--- config.mk ---
export PLATFORM = sky130hd
export DESIGN_NAME = clk_rst_gen
export DESIGN_NICKNAME = d
export VERILOG_FILES = /design/src/rtl/clk_rst_pkg.sv /design/src/rtl/clk_rst_gen_btn_sync_debounce.sv /design/src/rtl/clk_rst_gen.sv
export SDC_FILE = /design/constraint.sdc
export NUM_CORES = 1
export LEC_CHECK = 0
export CAP_MARGIN = 20
export CORE_ASPECT_RATIO = 0.75
export CORE_MARGIN = 2
export CORE_UTILIZATION = 60
export DETAILED_ROUTE_END_ITERATION = 10
export GPL_ROUTABILITY_DRIVEN = 0
export GPL_TIMING_DRIVEN = 0
export PLACE_DENSITY = 0.78
export RECOVER_POWER = 100
export SLEW_MARGIN = 10
export SYNTH_ARGS = -nofsm -noshare
export SYNTH_HDL_FRONTEND = slang
export SYNTH_SLANG_ARGS = --single-unit
--- constraint.sdc ---
create_clock -name clk -period 5.7 [get_ports clk]
set_input_delay 0.57 -clock clk [delete_from_list [all_inputs] [get_ports clk]]
set_output_delay 0.57 -clock clk [all_outputs]
set_load 0.01 [all_outputs]
--- src/rtl/clk_rst_pkg.sv ---
// Shared types and counter-width helpers for the clock-enable / reset conditioner.
package clk_rst_pkg;

  typedef enum logic {
    HOLD = 1'b0,
    RUN  = 1'b1
  } state_e;

  // Width of a counter that must hold 0..n-1; never narrower than one bit.
  function automatic int cnt_w(input int n);
    return (n > 1) ? $clog2(n) : 1;
  endfunction

  // Phase accumulator width: room for acc + 16*baud before the wrap subtraction.
  function automatic int acc_w(input int clk_hz, input int baud);
    return $clog2(clk_hz + 16 * baud) + 1;
  endfunction

endpackage

--- src/rtl/clk_rst_gen_btn_sync_debounce.sv ---
// Two-flop synchroniser plus stability counter for the active-low reset button.
module btn_sync_debounce
  import clk_rst_pkg::*;
#(
  parameter int DEBOUNCE_CYCLES = 270000
) (
  input  logic clk,
  input  logic rst,
  input  logic btn_rst_n,
  output logic btn_db
);

  localparam int              DB_W    = cnt_w(DEBOUNCE_CYCLES);
  localparam logic [DB_W-1:0] DB_LAST = DB_W'(DEBOUNCE_CYCLES - 1);

  logic            sync1_q, sync2_q;
  logic            btn_db_q, btn_db_d;
  logic [DB_W-1:0] db_cnt_q, db_cnt_d;

  always_comb begin
    // NOTE: every signal written here gets a default first, so no latch can be inferred.
    btn_db_d = btn_db_q;
    db_cnt_d = '0;
    if (sync2_q != btn_db_q) begin
      if (db_cnt_q == DB_LAST) begin
        btn_db_d = sync2_q;
      end else begin
        db_cnt_d = db_cnt_q + DB_W'(1);
      end
    end
  end

  always_ff @(posedge clk) begin
    // NOTE: non-blocking assignments so every flop samples the pre-edge values.
    if (rst) begin
      sync1_q  <= 1'b1;
      sync2_q  <= 1'b1;
      btn_db_q <= 1'b1;
      db_cnt_q <= '0;
    end else begin
      sync1_q  <= btn_rst_n;
      sync2_q  <= sync1_q;
      btn_db_q <= btn_db_d;
      db_cnt_q <= db_cnt_d;
    end
  end

  assign btn_db = btn_db_q;

endmodule

--- src/rtl/clk_rst_gen.sv ---
// Board reset conditioner: debounced button + power-on stretch into sys_rst,
// CPU clock-enable divider and drift-free 16x/1x UART baud ticks from one clock.
module clk_rst_gen
  import clk_rst_pkg::*;
#(
  parameter int CLK_HZ          = 27000000,
  parameter int BAUD            = 115200,
  parameter int CPU_DIV         = 1,
  parameter int POR_CYCLES      = 1024,
  parameter int DEBOUNCE_CYCLES = 270000
) (
  input  logic clk,
  input  logic rst,
  input  logic btn_rst_n,
  output logic sys_rst,
  output logic cpu_ce,
  output logic baud_tick16,
  output logic baud_tick,
  output logic rst_by_btn
);

  localparam int POR_W = cnt_w(POR_CYCLES);
  localparam int DIV_W = cnt_w(CPU_DIV);
  localparam int ACC_W = acc_w(CLK_HZ, BAUD);

  localparam logic [POR_W-1:0] POR_LAST = POR_W'(POR_CYCLES - 1);
  localparam logic [DIV_W-1:0] DIV_LAST = DIV_W'(CPU_DIV - 1);
  localparam logic [ACC_W-1:0] ACC_INC  = ACC_W'(16 * BAUD);
  localparam logic [ACC_W-1:0] ACC_MOD  = ACC_W'(CLK_HZ);

  if (BAUD * 16 >= CLK_HZ || CPU_DIV < 1 || POR_CYCLES < 1 || DEBOUNCE_CYCLES < 1)
  begin : g_bad_params
    $error("clk_rst_gen: illegal parameter set");
  end

  logic btn_db;

  btn_sync_debounce #(
    .DEBOUNCE_CYCLES(DEBOUNCE_CYCLES)
  ) u_btn (
    .clk      (clk),
    .rst      (rst),
    .btn_rst_n(btn_rst_n),
    .btn_db   (btn_db)
  );

  state_e           state_q, state_d;
  logic [POR_W-1:0] por_cnt_q, por_cnt_d;
  logic             sys_rst_q, sys_rst_d;
  logic             rst_by_btn_q, rst_by_btn_d;
  logic [DIV_W-1:0] cpu_cnt_q, cpu_cnt_d;
  logic             cpu_ce_q, cpu_ce_d;
  logic [ACC_W-1:0] acc_q, acc_d, acc_sum;
  logic             tick16_q, tick16_d;
  logic [3:0]       sub_cnt_q, sub_cnt_d;
  logic             tick_q, tick_d;
  logic             run_d;

  always_comb begin
    state_d      = state_q;
    por_cnt_d    = por_cnt_q;
    rst_by_btn_d = rst_by_btn_q;
    unique case (state_q)
      HOLD: begin
        if (!btn_db) begin
          por_cnt_d = '0;
        end else if (por_cnt_q == POR_LAST) begin
          state_d   = RUN;
          por_cnt_d = '0;
        end else begin
          por_cnt_d = por_cnt_q + POR_W'(1);
        end
      end
      RUN: begin
        if (!btn_db) begin
          state_d      = HOLD;
          por_cnt_d    = '0;
          rst_by_btn_d = 1'b1;
        end
      end
    endcase
    sys_rst_d = (state_d == HOLD);
  end

  // Enables and ticks are computed from the next state so they are never
  // asserted in a cycle where sys_rst is high.
  always_comb begin
    run_d     = (state_d == RUN);
    cpu_cnt_d = '0;
    if (run_d && state_q == RUN) begin
      cpu_cnt_d = (cpu_cnt_q == DIV_LAST) ? '0 : cpu_cnt_q + DIV_W'(1);
    end
    cpu_ce_d = run_d && (cpu_cnt_d == DIV_LAST);

    acc_sum   = acc_q + ACC_INC;
    acc_d     = '0;
    tick16_d  = 1'b0;
    sub_cnt_d = '0;
    tick_d    = 1'b0;
    if (run_d) begin
      if (acc_sum >= ACC_MOD) begin
        acc_d    = acc_sum - ACC_MOD;
        tick16_d = 1'b1;
      end else begin
        acc_d = acc_sum;
      end
      sub_cnt_d = tick16_d ? sub_cnt_q + 4'd1 : sub_cnt_q;
      tick_d    = tick16_d && (sub_cnt_q == 4'd15);
    end
  end

  always_ff @(posedge clk) begin
    if (rst) begin
      state_q      <= HOLD;
      por_cnt_q    <= '0;
      sys_rst_q    <= 1'b1;
      rst_by_btn_q <= 1'b0;
      cpu_cnt_q    <= '0;
      cpu_ce_q     <= 1'b0;
      acc_q        <= '0;
      tick16_q     <= 1'b0;
      sub_cnt_q    <= '0;
      tick_q       <= 1'b0;
    end else begin
      state_q      <= state_d;
      por_cnt_q    <= por_cnt_d;
      sys_rst_q    <= sys_rst_d;
      rst_by_btn_q <= rst_by_btn_d;
      cpu_cnt_q    <= cpu_cnt_d;
      cpu_ce_q     <= cpu_ce_d;
      acc_q        <= acc_d;
      tick16_q     <= tick16_d;
      sub_cnt_q    <= sub_cnt_d;
      tick_q       <= tick_d;
    end
  end

  assign sys_rst     = sys_rst_q;
  assign cpu_ce      = cpu_ce_q;
  assign baud_tick16 = tick16_q;
  assign baud_tick   = tick_q;
  assign rst_by_btn  = rst_by_btn_q;

endmodule

After elaboration in Yosys (flattened, before gate mapping)
Cells that the tools add are included.
- register bits: 69
- output and inout port bits: 5
- logic and storage cells: 51
- add/subtract/negate cells: 6
- magnitude comparators: 1
- equal/unequal tests: 5
- muxes and demuxes: 13
- bitwise logic cells: 5
- reduce and logical (&&, ||, !) cells: 7
- operators with widths (kind ; count):
    10-bit 2-to-1 mux ; 3
    26-bit by 21-bit adder with 26-bit output, second input constant ; 1
    26-bit by 25-bit >= comparator with 1-bit output, second input constant ; 1
    26-bit 2-to-1 mux ; 1
    26-bit by 25-bit subtractor with 26-bit output, second input constant ; 1
    10-bit case mux with 2 select lines ; 1
    19-bit by 1-bit adder with 19-bit output, second input constant ; 1
    19-bit equality test, second input constant ; 1
    10-bit by 1-bit adder with 10-bit output, second input constant ; 1
    10-bit equality test, second input constant ; 1
    1-bit 2-to-1 mux ; 7
    1-bit NOT ; 5
    4-bit by 1-bit adder with 4-bit output, second input constant ; 1
    4-bit equality test, second input constant ; 1
    2-bit AND reduction ; 2
    1-bit logical AND ; 3
    3-bit OR reduction ; 1
    2-bit != test, second input constant ; 1
    1-bit case mux with 2 select lines ; 1
    2-bit OR reduction ; 1
    1-bit adder, second input constant ; 1
    1-bit != test ; 1

Depth between registers and ports, before layout
Gate-level depths: netlist (run 1).
- word-level depth: 8
- depth in mapped cells: 11
- mapped depth without buffers: 8

Hierarchy
From an unflattened synthesis (run 1), not the netlist that was laid out.
- cells, all modules: 407
- area, all modules: 3500.9 um^2
- modules (own cells, without submodules) (module ; times used ; cells each ; area an instance (um^2) ; sequential area each (um^2)):
    clk_rst_gen ; 1 ; 301 ; 2522.4 ; 780.7
    btn_sync_debounce ; 1 ; 106 ; 978.4 ; 440.4

Least setup slack after synthesis (run 1)
OpenSTA, ideal clock, no wires.
- path kind: register to register
- from: reg acc_q[13]
- to: reg acc_q[21]
- library setup time: 70 ps
- data arrival time: 2370 ps
- required time: 5630 ps
- slack: 3260 ps
- cell stages (with the launch flop): 10
- path buffers: 1
- clock period less this slack: 2440 ps
- path through: dfxtp_1 -> inv_1 -> ha_1 -> or4_4 -> a31oi_4 -> or2_4 -> a221oi_4 -> buf_6 -> or3_1 -> a21oi_1
- longest elaborated chain between the ends: 3
- elaborated cells on any way between the ends: 4
- ends and longest elaborated chain (item ; line ; RTL):
    start: declaration ; clk_rst_gen.sv:53 ; logic [ACC_W-1:0] acc_q, acc_d, acc_sum;
    start signal: assignment ; clk_rst_gen.sv:120 ; acc_q <= '0;
    start signal: assignment ; clk_rst_gen.sv:131 ; acc_q <= acc_d;
    26-bit by 21-bit adder with 26-bit output (*) ; clk_rst_gen.sv:95 ; acc_sum = acc_q + ACC_INC;
    26-bit by 25-bit subtractor with 26-bit output / 26-bit by 25-bit >= comparator with 1-bit output (equally long branches) ; clk_rst_gen.sv:102, clk_rst_gen.sv:101 ;
    26-bit 2-to-1 mux (*) ; clk_rst_gen.sv:101 ; if (acc_sum >= ACC_MOD) begin
Mark *: on every way between the ends. The rest lies on a longest branch, timed or not.
A chain may end at the register's enable or synchronous reset.

Worst setup path in the final report (run 1)
- from: reg acc_q[13]
- to: reg sub_cnt_q[0]
- longest elaborated chain between the ends: 4
- ends and longest elaborated chain (item ; line ; RTL):
    26-bit by 21-bit adder with 26-bit output ; clk_rst_gen.sv:95 ;
    26-bit by 25-bit >= comparator with 1-bit output ; clk_rst_gen.sv:101 ;
    1-bit 2-to-1 mux ; clk_rst_gen.sv:101 ;
    1-bit 2-to-1 mux ; clk_rst_gen.sv:100 ; if (run_d) begin
    end signal: assignment ; clk_rst_gen.sv:133 ; sub_cnt_q <= sub_cnt_d;
    end: declaration ; clk_rst_gen.sv:55 ; logic [3:0] sub_cnt_q, sub_cnt_d;
No other way between the ends. The select of a mux whose other input is x is not followed.

==> reports/results.txt, run 1 <==
Hold Path Depth -> 1
CP peak stage delay -> 1120 ps
Setup WS post-layout -> 1584 ps
Worst Tran Pin Value -> 1354 ps
Predominant post-synthesis flop cell -> dfxtp_1
Switching power -> 0.0001734 W
Mapped Avg Cell Area -> 8.620 um2
Initial core utilization -> 63.66%
Global route overflow -> 0
Crit path cell chain -> ha_1, clkbuf_1, nand4_1, a21oi_1, or3_1, nand2_1, a221oi_1, clkbuf_1, buf_4, xor2_1, nor2_1
DR pass1 iterations -> 6
Total GRT Usage -> 25.31%
Max-slew headroom -> 9.717%
Minimum setup slack after placement -> 2797 ps
Worst Path Required -> 5910 ps
Clk slew on worst S/H paths -> 70 ps
N_diodes -> 0
Most common cell after layout, fill and taps aside -> dfxtp_1
Hold Vio Cnt, Final -> 0
Crit-path max FO -> 10
Yosys reg bits -> 61
Netlist cell types -> 60
Syn nets -> 379
Area Growth Syn to Fin -> 9.258%
Total CTS buffers -> 9
Cell family with most CP delay -> compound AO/OA/AOI/OAI gates
IO Port Bufs -> 7
RR Endpoint -> sub_cnt_q[0]
Wirelength per Cell -> 14.37 um
CP arrival -> 4330 ps
Fmax -> 243.0 MHz
FF-to-FF setup slack -> 1580 ps
Most frequent cells in the layout -> dfxtp_1, nor2_1, a21oi_1, nand2_1, o21ai_0
RSZ-0062 raised after global routing -> false
DR vias -> 2728
Post-CTS Repair Setup Buffers -> 0
Critical R2R Launch -> acc_q[13]
Share of cells above drive strength 1 -> 9.184%
Period utilisation layout -> 72.21%
Crit path kind -> register to register
First-pass GRT wire length -> 11620 um
Peak VDD IR -> 0.0001661 V
Cell area after layout -> 3485 um2
Ys async rst share -> 0%
Setup TNS -> 0 ps
Iter 0 DRT Violations -> 195
Worst reg2reg path depth -> 11
Power per cell area -> 234.5 nW/um2
Comb power frac -> 1.1%
Crit path buf inv count -> 3
Vias in the first global route -> 2595
Worst path most repeated cell -> clkbuf_1
Crit path launch -> acc_q[13]
Pleak -> 1.233 nW
Number of flops mapped to enable cells by yosys -> 0
Die area -> 5921 um2
Antenna viol nets, final -> 0
Post-CTS Hold Fix Bufs -> 0
Synthesized area -> 3189 um2
Final net count -> 397
CP endpoint kind -> register
Die Y -> 67.14 um
DR vias/cell -> 5.879
Site Rows -> 22
Worst Skew -> 10.90 ps
Net switching fraction of the power -> 21.23%
Final core occ -> 69.56%
H-tree levels -> 3
# resized after CTS -> 0
Final setup viols -> 0
DRC viols -> 0
CP Launch Type -> register
Max-slew violation count -> 0
DP HPWL -> 4685 um
Placed cell areas -> 3349 um2
Antenna violations before repair -> 0
Drt total wl -> 6667 um
CTS Root Cell -> clkbuf_8
Hold_sp -> u_btn.sync1_q
Max Cap Viol -> 0
Register area share after synthesis -> 38.29%
Internal -> 0.0006436 W
CTS Sinks -> 61
CP max stage cell -> a221oi_1
Core area -> 5010 um2
CTS tree -> yes
Sequential share of power -> 52.8%
YS warnings -> 0
Clk pwr share -> 46.0%
Clk_lat worst skew -> 340 ps
Synthesized instance count -> 370
Largest net degree at the start of global routing -> 11
Hold crit path type -> register to register
Status -> complete, no violations
Chip Width -> 88.19 um
I/O pin cnt -> 8
Final Critical Period -> 4116 ps
Worst Hold End -> u_btn.sync2_q
Clk buf depth -> 2
cell usage after synthesis (5+ instances only):
master / count / area, um2
a21oi_1: 26 / 130.1
a31oi_1: 5 / 31.28
and3_1: 6 / 37.54
and4_1: 6 / 52.55
clkbuf_1: 6 / 22.52
dfxtp_1: 61 / 1221
ha_1: 6 / 75.07
inv_1: 12 / 45.04
nand2_1: 24 / 90.09
nand3_1: 14 / 70.07
nand4_1: 8 / 50.05
nor2_1: 43 / 161.4
nor3_1: 9 / 45.04
o21ai_0: 15 / 75.07
o21ai_1: 8 / 40.04
o31ai_1: 5 / 37.54
or3_1: 19 / 118.9
xnor2_1: 14 / 122.6
xor2_1: 20 / 175.2
per-stage QoR:
stage | total power, W | instances | hold slack, ps
after CTS | 0.0008225 | 464 | 413.0
after global routing | 0.0008455 | 464 | 431.8
after global placement | 0.0004501 | 449 | 397.6
after floorplan | 0.0004469 | 370 | 389.5
after detailed placement | 0.0004506 | 449 | 397.2
final | 0.0008170 | 464 | 410.0
layer usage:
metal	up-vias	track usage, %	part of all wire (%)
li1	1371	-	-
met1	1279	33.26	50
met2	62	40.51	44
met3	16	6.968	4.6
met4	0	8.523	1.5
met5	-	0	0
logic make-up (layout without fill, tap and decap cells):
group / after synthesis / count (layout) / synth area share, %
xor gates and xnor gates: 35 / 35 / 10.04
adders and majority gates: 6 / 6 / 2.354
AOI/OAI and AO/OA: 82 / 82 / 17.26
and+or+nand+nor: 157 / 157 / 27.23
buffers and inverters: 26 / 48 / 3.884
muxes: 3 / 3 / 0.9416
DFF: 61 / 61 / 38.29
power groups by stage:
stage	registers [W]	clock network [W]	logic, W
after detailed placement	0.000441	0	0.00000949
final	0.000432	0.000376	0.00000936
after global routing	0.000432	0.000403	0.0000111
after global placement	0.000441	0	0.00000921
after floorplan	0.000440	0	0.00000640
after CTS	0.000431	0.000382	0.00000958
sequential cells by signal, indices dropped and copies added, names as in the netlist:
name            cells
acc_q              20
u_btn.db_cnt_q     19
por_cnt_q          10
sub_cnt_q           4
baud_tick           1
baud_tick16         1
rst_by_btn          1
state_q             1
sys_rst             1
u_btn.btn_db        1
u_btn.sync1_q       1
u_btn.sync2_q       1
worst reg2reg max path, stage by stage, from the launching register on:
cell	delay, ps
dfxtp_1	500
ha_1	200
clkbuf_1	340
nand4_1	310
a21oi_1	300
or3_1	190
nand2_1	70
a221oi_1	1120
clkbuf_1	450
buf_4	280
xor2_1	160
nor2_1	50
worst max-delay path by stage:
| stage | endpoint | slack, ps | cells after the start |
|---|---|---|---|
| after floorplan | acc_q[21] | 3260 | 9 |
| after global placement | sub_cnt_q[0] | 2810 | 11 |
| after detailed placement | sub_cnt_q[0] | 2800 | 11 |
| after CTS | sub_cnt_q[0] | 2770 | 11 |
| after global routing | sub_cnt_q[0] | 1310 | 11 |
| final | sub_cnt_q[0] | 1580 | 11 |
area by class of cell:
cell class	instances	area (um2)
multi-input combinational	283	1799
timing repair buffer	7	70.07
clock buffer	11	141.4
tap	72	90.09
clock inverter	4	48.80
sequential	61	1221
fill	405	1525
inverter	12	45.04
buffer	14	68.82
(Power assumes the default switching activity.)
==> run 2, diff against run 1 <==
==> constraint.sdc (replaced) <==
create_clock -name clk -period 3.9 [get_ports clk]
set_input_delay 0.39 -clock clk [delete_from_list [all_inputs] [get_ports clk]]
set_output_delay 0.39 -clock clk [all_outputs]
set_load 0.01 [all_outputs]
==> reports/results.txt, run 2 (synthesized netlist as in run 1, its figures left out) <==
Die Y -> 67.14 um (unchanged)
Hold Vio Cnt, Final -> 0 (unchanged)
DR pass1 iterations -> 4 (-2)
Max-slew violation count -> 0 (unchanged)
DR vias/cell -> 5.877 (about the same)
Clk slew on worst S/H paths -> 70 ps (about the same)
Final core occ -> 70.01% (+0.45 points)
I/O pin cnt -> 8 (unchanged)
Worst Path Required -> 4110 ps (-1800 ps)
Setup TNS -> 0 ps (unchanged)
Die area -> 5921 um2 (unchanged)
# resized after CTS -> 0 (unchanged)
Setup WS post-layout -> 674.4 ps (-909.7 ps)
H-tree levels -> 3 (unchanged)
DP HPWL -> 4685 um (unchanged)
Largest register by flop count -> acc_q
First-pass GRT wire length -> 11620 um (unchanged)
Chip Width -> 88.19 um (unchanged)
Drt total wl -> 6616 um (-0.76%)
Most common cell after layout, fill and taps aside -> dfxtp_1
Area Growth Syn to Fin -> 9.965%
Filler instances -> 402 (-0.74%)
CP peak stage delay -> 540 ps (-580 ps)
Clk_lat worst skew -> 340 ps (about the same)
Initial core utilization -> 63.66% (unchanged)
CTS Root Cell -> clkbuf_8
Pleak -> 1.242 nW (+0.76%)
Top Registers -> acc_q (20), u_btn.db_cnt_q (19), por_cnt_q (10)
IO Port Bufs -> 7 (unchanged)
Hold_ws -> 410.1 ps (+0.1060 ps)
Site Rows -> 22 (unchanged)
Wirelength per Cell -> 14.26 um (-0.76%)
Share of cells above drive strength 1 -> 9.694% (+0.51 points)
Worst Skew -> 11.37 ps (+0.4733 ps)
CP arrival -> 3440 ps (-890 ps)
Power per cell area -> 341.2 nW/um2 (+46%)
CP Launch Type -> register
Largest net degree at the start of global routing -> 11 (unchanged)
CTS tree -> yes
Clk buf depth -> 2 (unchanged)
Number of flip-flops under the largest register name -> 20 (unchanged)
DRC viols -> 0 (unchanged)
Period utilisation layout -> 82.71% (+10 points)
Max-slew headroom -> 65.37% (+56 points)
Crit path cell chain -> ha_1, clkbuf_1, nand4_1, a21oi_1, or3_1, nand2_1, a221oi_4, buf_6, buf_4, xor2_1, nor2_1
Crit path kind -> register to register
Max Cap Viol -> 0 (unchanged)
Most frequent cells in the layout -> dfxtp_1, nor2_1, a21oi_1, nand2_1, o21ai_0
Worst Tran Pin Value -> 515.8 ps (-838.5 ps)
Post-CTS Hold Fix Bufs -> 0 (unchanged)
Core area -> 5010 um2 (unchanged)
Placed Cells -> 449 (unchanged)
Post-CTS Repair Setup Buffers -> 0 (unchanged)
Vias in the first global route -> 2595 (unchanged)
Iter 0 DRT Violations -> 194 (-0.51%)
Global route overflow -> 0 (unchanged)
Status -> complete, no violations
Minimum setup slack after placement -> 997.1 ps (-1800 ps)
Final Critical Period -> 3226 ps (-890.3 ps)
FF-to-FF setup slack -> 670 ps (-910 ps)
Peak VDD IR -> 0.0002429 V (+46%)
N_diodes -> 0 (unchanged)
Antenna violations before repair -> 0 (unchanged)
Antenna viol nets, final -> 0 (unchanged)
Hold crit path type -> register to register
Total CTS buffers -> 9 (unchanged)
Fin cells -> 464 (unchanged)
CP endpoint kind -> register
CP max stage cell -> a221oi_4
Final net count -> 397 (unchanged)
Total GRT Usage -> 25.31% (unchanged)
Fmax -> 310.0 MHz (+28%)
Final setup viols -> 0 (unchanged)
RSZ-0062 raised after global routing -> false
DR vias -> 2727 (-0.037%)
Crit-path max FO -> 10 (unchanged)
CTS Sinks -> 61 (unchanged)
==> run 2: area by class of cell <==
| cell class | instances | area (um2) | share of cell area (%) |
|---|---|---|---|
| multi-input combinational | 283 | 1813 | 51.69 |
| sequential | 61 | 1221 | 34.82 |
| clock buffer | 11 | 141.4 | 4.031 |
| tap | 72 | 90.09 | 2.569 |
| buffer | 14 | 77.57 | 2.212 |
| timing repair buffer | 7 | 70.07 | 1.998 |
| clock inverter | 4 | 48.80 | 1.391 |
| inverter | 12 | 45.04 | 1.284 |
==> run 2: critical path: cells and delay by family (launching register included) <==
kind                     cells  cell delay, ps
buffers and inverters        3             770
flip-flops                   1             500
XOR/XNOR                     1             160
AO/OA/AOI/OAI                2             840
adder cells (fa/ha/maj)      1             200
AND/OR/NAND/NOR              4             630
==> run 2: stage by stage <==
stage	area [um2]	total power [W]
5_1_grt	3507	0.001236
3_5_place_dp	3349	0.0006586
2_1_floorplan	3189	0.0006531
3_3_place_gp	3349	0.0006579
6_report	3507	0.001197
4_1_cts	3540	0.001202
==> run 2: worst paths after layout <==
check,from,endpoint,cells past startpoint
setup / recovery,acc_q[13],sub_cnt_q[0],11
hold / removal,u_btn.sync1_q,u_btn.sync2_q,1
setup reg to reg,acc_q[13],sub_cnt_q[0],11
hold reg to reg,u_btn.sync1_q,u_btn.sync2_q,1
==> run 2: report_power, final <==
| group | total, W | switching (W) | internal [W] |
|---|---|---|---|
| clock network | 0.000552 | 0.000245 | 0.000308 |
| logic | 0.0000136 | 0.00000756 | 0.00000609 |
| registers | 0.000631 | 0.00000405 | 0.000627 |
==> run 2: routing by layer <==
layer  track usage [%]  share of wire (%)  vias up
li1                  -                  -     1374
met1             33.26                 48     1279
met2             40.51                 45       66
met3             6.968                5.2        8
met4             8.523               0.95        0
met5                 0                  0        -
==> run 3, diff against run 2 <==
--- a/config.mk
+++ b/config.mk
@@ -8,11 +8,11 @@
 export CAP_MARGIN = 20
 export CORE_ASPECT_RATIO = 0.75
 export CORE_MARGIN = 2
-export CORE_UTILIZATION = 60
+export CORE_UTILIZATION = 55
 export DETAILED_ROUTE_END_ITERATION = 10
 export GPL_ROUTABILITY_DRIVEN = 0
 export GPL_TIMING_DRIVEN = 0
-export PLACE_DENSITY = 0.78
+export PLACE_DENSITY = 0.75
 export RECOVER_POWER = 100
 export SLEW_MARGIN = 10
 export SYNTH_ARGS = -nofsm -noshare
==> constraint.sdc (replaced) <==
create_clock -name clk -period 2.65 [get_ports clk]
set_input_delay 0.265 -clock clk [delete_from_list [all_inputs] [get_ports clk]]
set_output_delay 0.265 -clock clk [all_outputs]
set_load 0.01 [all_outputs]
==> reports/results.txt, run 3 (synthesized netlist as in run 1, its figures left out) <==
Status -> complete, no violations
FF-to-FF setup slack -> 50 ps (-620 ps)
Largest net degree at the start of global routing -> 11 (unchanged)
Final Critical Period -> 2600 ps (-626.0 ps)
CTS Root Cell -> clkbuf_8
RR Endpoint -> acc_q[12]
Clk_lat worst skew -> 350 ps (about the same)
Minimum setup slack after placement -> -232.8 ps (-1230 ps)
I/O pin cnt -> 8 (unchanged)
Critical R2R Launch -> acc_q[13]
Hold Vio Cnt, Final -> 0 (unchanged)
Placed cell areas -> 3353 um2 (+0.11%)
Setup WS post-layout -> 50.42 ps (-624.0 ps)
Hold crit path type -> register to register
First-pass GRT wire length -> 11010 um (-5.3%)
Antenna viol nets, final -> 0 (unchanged)
Area Growth Syn to Fin -> 19.65%
Number of flip-flops under the largest register name -> 20 (unchanged)
Grt met1 use -> 28.48% (-4.8 points)
Cell area after layout -> 3816 um2 (+8.8%)
Final net count -> 410 (+3.3%)
CP max stage cell -> or4_4
Die Y -> 69.95 um (+4.2%)
Drt total wl -> 6981 um (+5.5%)
Antenna violations before repair -> 0 (unchanged)
IO Port Bufs -> 7 (unchanged)
Crit path kind -> register to register
Clk slew on worst S/H paths -> 70 ps (about the same)
CP endpoint kind -> register
Initial core utilization -> 58.33% (-5.3 points)
Peak VDD IR -> 0.0003706 V (+53%)
CP peak stage delay -> 550 ps (about the same)
Vias in the first global route -> 2433 (-6.2%)
Max Cap Viol -> 0 (unchanged)
Crit-path max FO -> 7 (-3)
DR vias -> 2773 (+1.7%)
DR pass1 iterations -> 5 (+1)
Max-slew violation count -> 0 (unchanged)
Hold_sp -> u_btn.sync1_q
Worst Tran Pin Value -> 492.3 ps (-23.45 ps)
DP HPWL -> 4421 um (-5.6%)
Wirelength per Cell -> 14.51 um (+1.8%)
Worst Skew -> 8.262 ps (-3.109 ps)
Most Crowded Layer GR -> met2
DRC viols -> 0 (unchanged)
Crit path cell chain -> inv_1, ha_1, or4_4, a31oi_4, or2_4, a221oi_4, buf_6, or4_1, a21oi_1
Clk buf depth -> 2 (unchanged)
DR vias/cell -> 5.765 (-1.9%)
Largest register by flop count -> acc_q
Core area -> 5468 um2 (+9.1%)
CP Launch Type -> register
Hold_ws -> 415.6 ps (+5.475 ps)
Worst Path Required -> 2930 ps (-1180 ps)
Met2 GRT Util -> 32.60% (-7.9 points)
Worst reg2reg path depth -> 9 (-2)
Iter 0 DRT Violations -> 157 (-19%)
Power per cell area -> 479.1 nW/um2 (+40%)
Post-CTS Hold Fix Bufs -> 0 (unchanged)
Max-slew headroom -> 67.18% (+1.8 points)
Net switching fraction of the power -> 20.98% (-0.42 points)
Share of cells above drive strength 1 -> 16.26% (+6.6 points)
CTS Sinks -> 61 (unchanged)
Sequential share of power -> 50.7% (-2.0 points)
Switching power -> 0.0003835 W (+50%)
Most frequent cells in the layout -> dfxtp_1, nor2_1, a21oi_1, nand2_1
Site Rows -> 23 (+4.5%)
Comb power frac -> 1.1% (about the same)
Total GRT Usage -> 21.20% (-4.1 points)
Global route overflow -> 0 (unchanged)
Top Registers -> acc_q (20), u_btn.db_cnt_q (19), por_cnt_q (10)
Total CTS buffers -> 9 (unchanged)
Period utilisation layout -> 98.10% (+15 points)
Final setup viols -> 0 (unchanged)
Worst Hold End -> u_btn.sync2_q
N_diodes -> 0 (unchanged)
Global routing met3 resource utilization -> 6.149% (-0.82 points)
Die area -> 6430 um2 (+8.6%)
Chip Width -> 91.93 um (+4.2%)
CP arrival -> 2880 ps (-560 ps)
Hold Path Depth -> 1 (unchanged)
Most common cell after layout, fill and taps aside -> dfxtp_1
H-tree levels -> 3 (unchanged)
Pleak -> 1.371 nW (+10%)
Fmax -> 384.7 MHz (+24%)
Setup TNS -> 0 ps (unchanged)
Internal -> 0.001445 W (+54%)
CTS tree -> yes
Clk pwr share -> 48.2% (+2.0 points)
## run 3: cell count changes in the layout (fill, tap and decap cells not counted), sizes merged
| cell | change |
|---|---|
| clkbuf | +3 |
| inv | +1 |
| buf | +13 |
| clkinv | -3 |
## run 3: what timing repair did
action	4_1_cts	5_1_grt
gates cloned	0	2
gates resized for setup	6	25
pin swaps	2	7
setup buffers	4	7
setup endpoints to repair	22	22
## run 3: worst max-delay path by stage
stage | from | endpoint | slack [ps] | depth (start not counted)
2_1_floorplan | acc_q[13] | acc_q[21] | 210 | 9
3_3_place_gp | acc_q[13] | sub_cnt_q[0] | -220 | 11
3_5_place_dp | acc_q[13] | acc_q[6] | -230 | 11
4_1_cts | acc_q[13] | acc_q[6] | 2 | 11
5_1_grt | acc_q[13] | acc_q[25] | -30 | 10
6_report | acc_q[13] | acc_q[12] | 50 | 9
## run 3: power groups by stage
stage	clock network [W]	registers [W]	logic (W)
6_report	0.000882	0.000926	0.0000200
3_3_place_gp	0	0.000948	0.0000197
5_1_grt	0.000923	0.000927	0.0000235
4_1_cts	0.000895	0.000927	0.0000205
3_5_place_dp	0	0.000949	0.0000204
2_1_floorplan	0	0.000947	0.0000138
## run 3: area by class of cell
type / instances / area (um2)
plain buffers: 14 / 100.1
clock buffers: 14 / 172.7
clock inverters: 2 / 38.79
fillers: 431 / 1652
inverters: 12 / 45.04
multi-input cells: 283 / 1951
flip-flops and latches: 61 / 1229
well taps: 75 / 93.84
repair buffers: 20 / 186.4
## run 3: through the flow
step	power [W]	cells	util, %
2_1_floorplan	0.0009611	370	-
3_3_place_gp	0.0009681	452	61.33
3_5_place_dp	0.0009692	452	61.33
4_1_cts	0.001842	472	66.02
5_1_grt	0.001873	481	69.79
6_report	0.001828	481	69.79
## run 3: critical path: cells and delay by family, from the launching register on
family | cells | cell delay (ps)
simple gates | 3 | 1130
buf+inv | 2 | 230
flops | 1 | 380
compound gates | 3 | 450
fa+ha+maj | 1 | 330
## run 3: per-layer routing
layer	routed length [um]	vias up	part of all wire, %
met5	0	-	0
li1	-	1396	-
met3	334	10	4.8
met2	3184	77	46
met4	80	0	1.1
met1	3382	1290	48
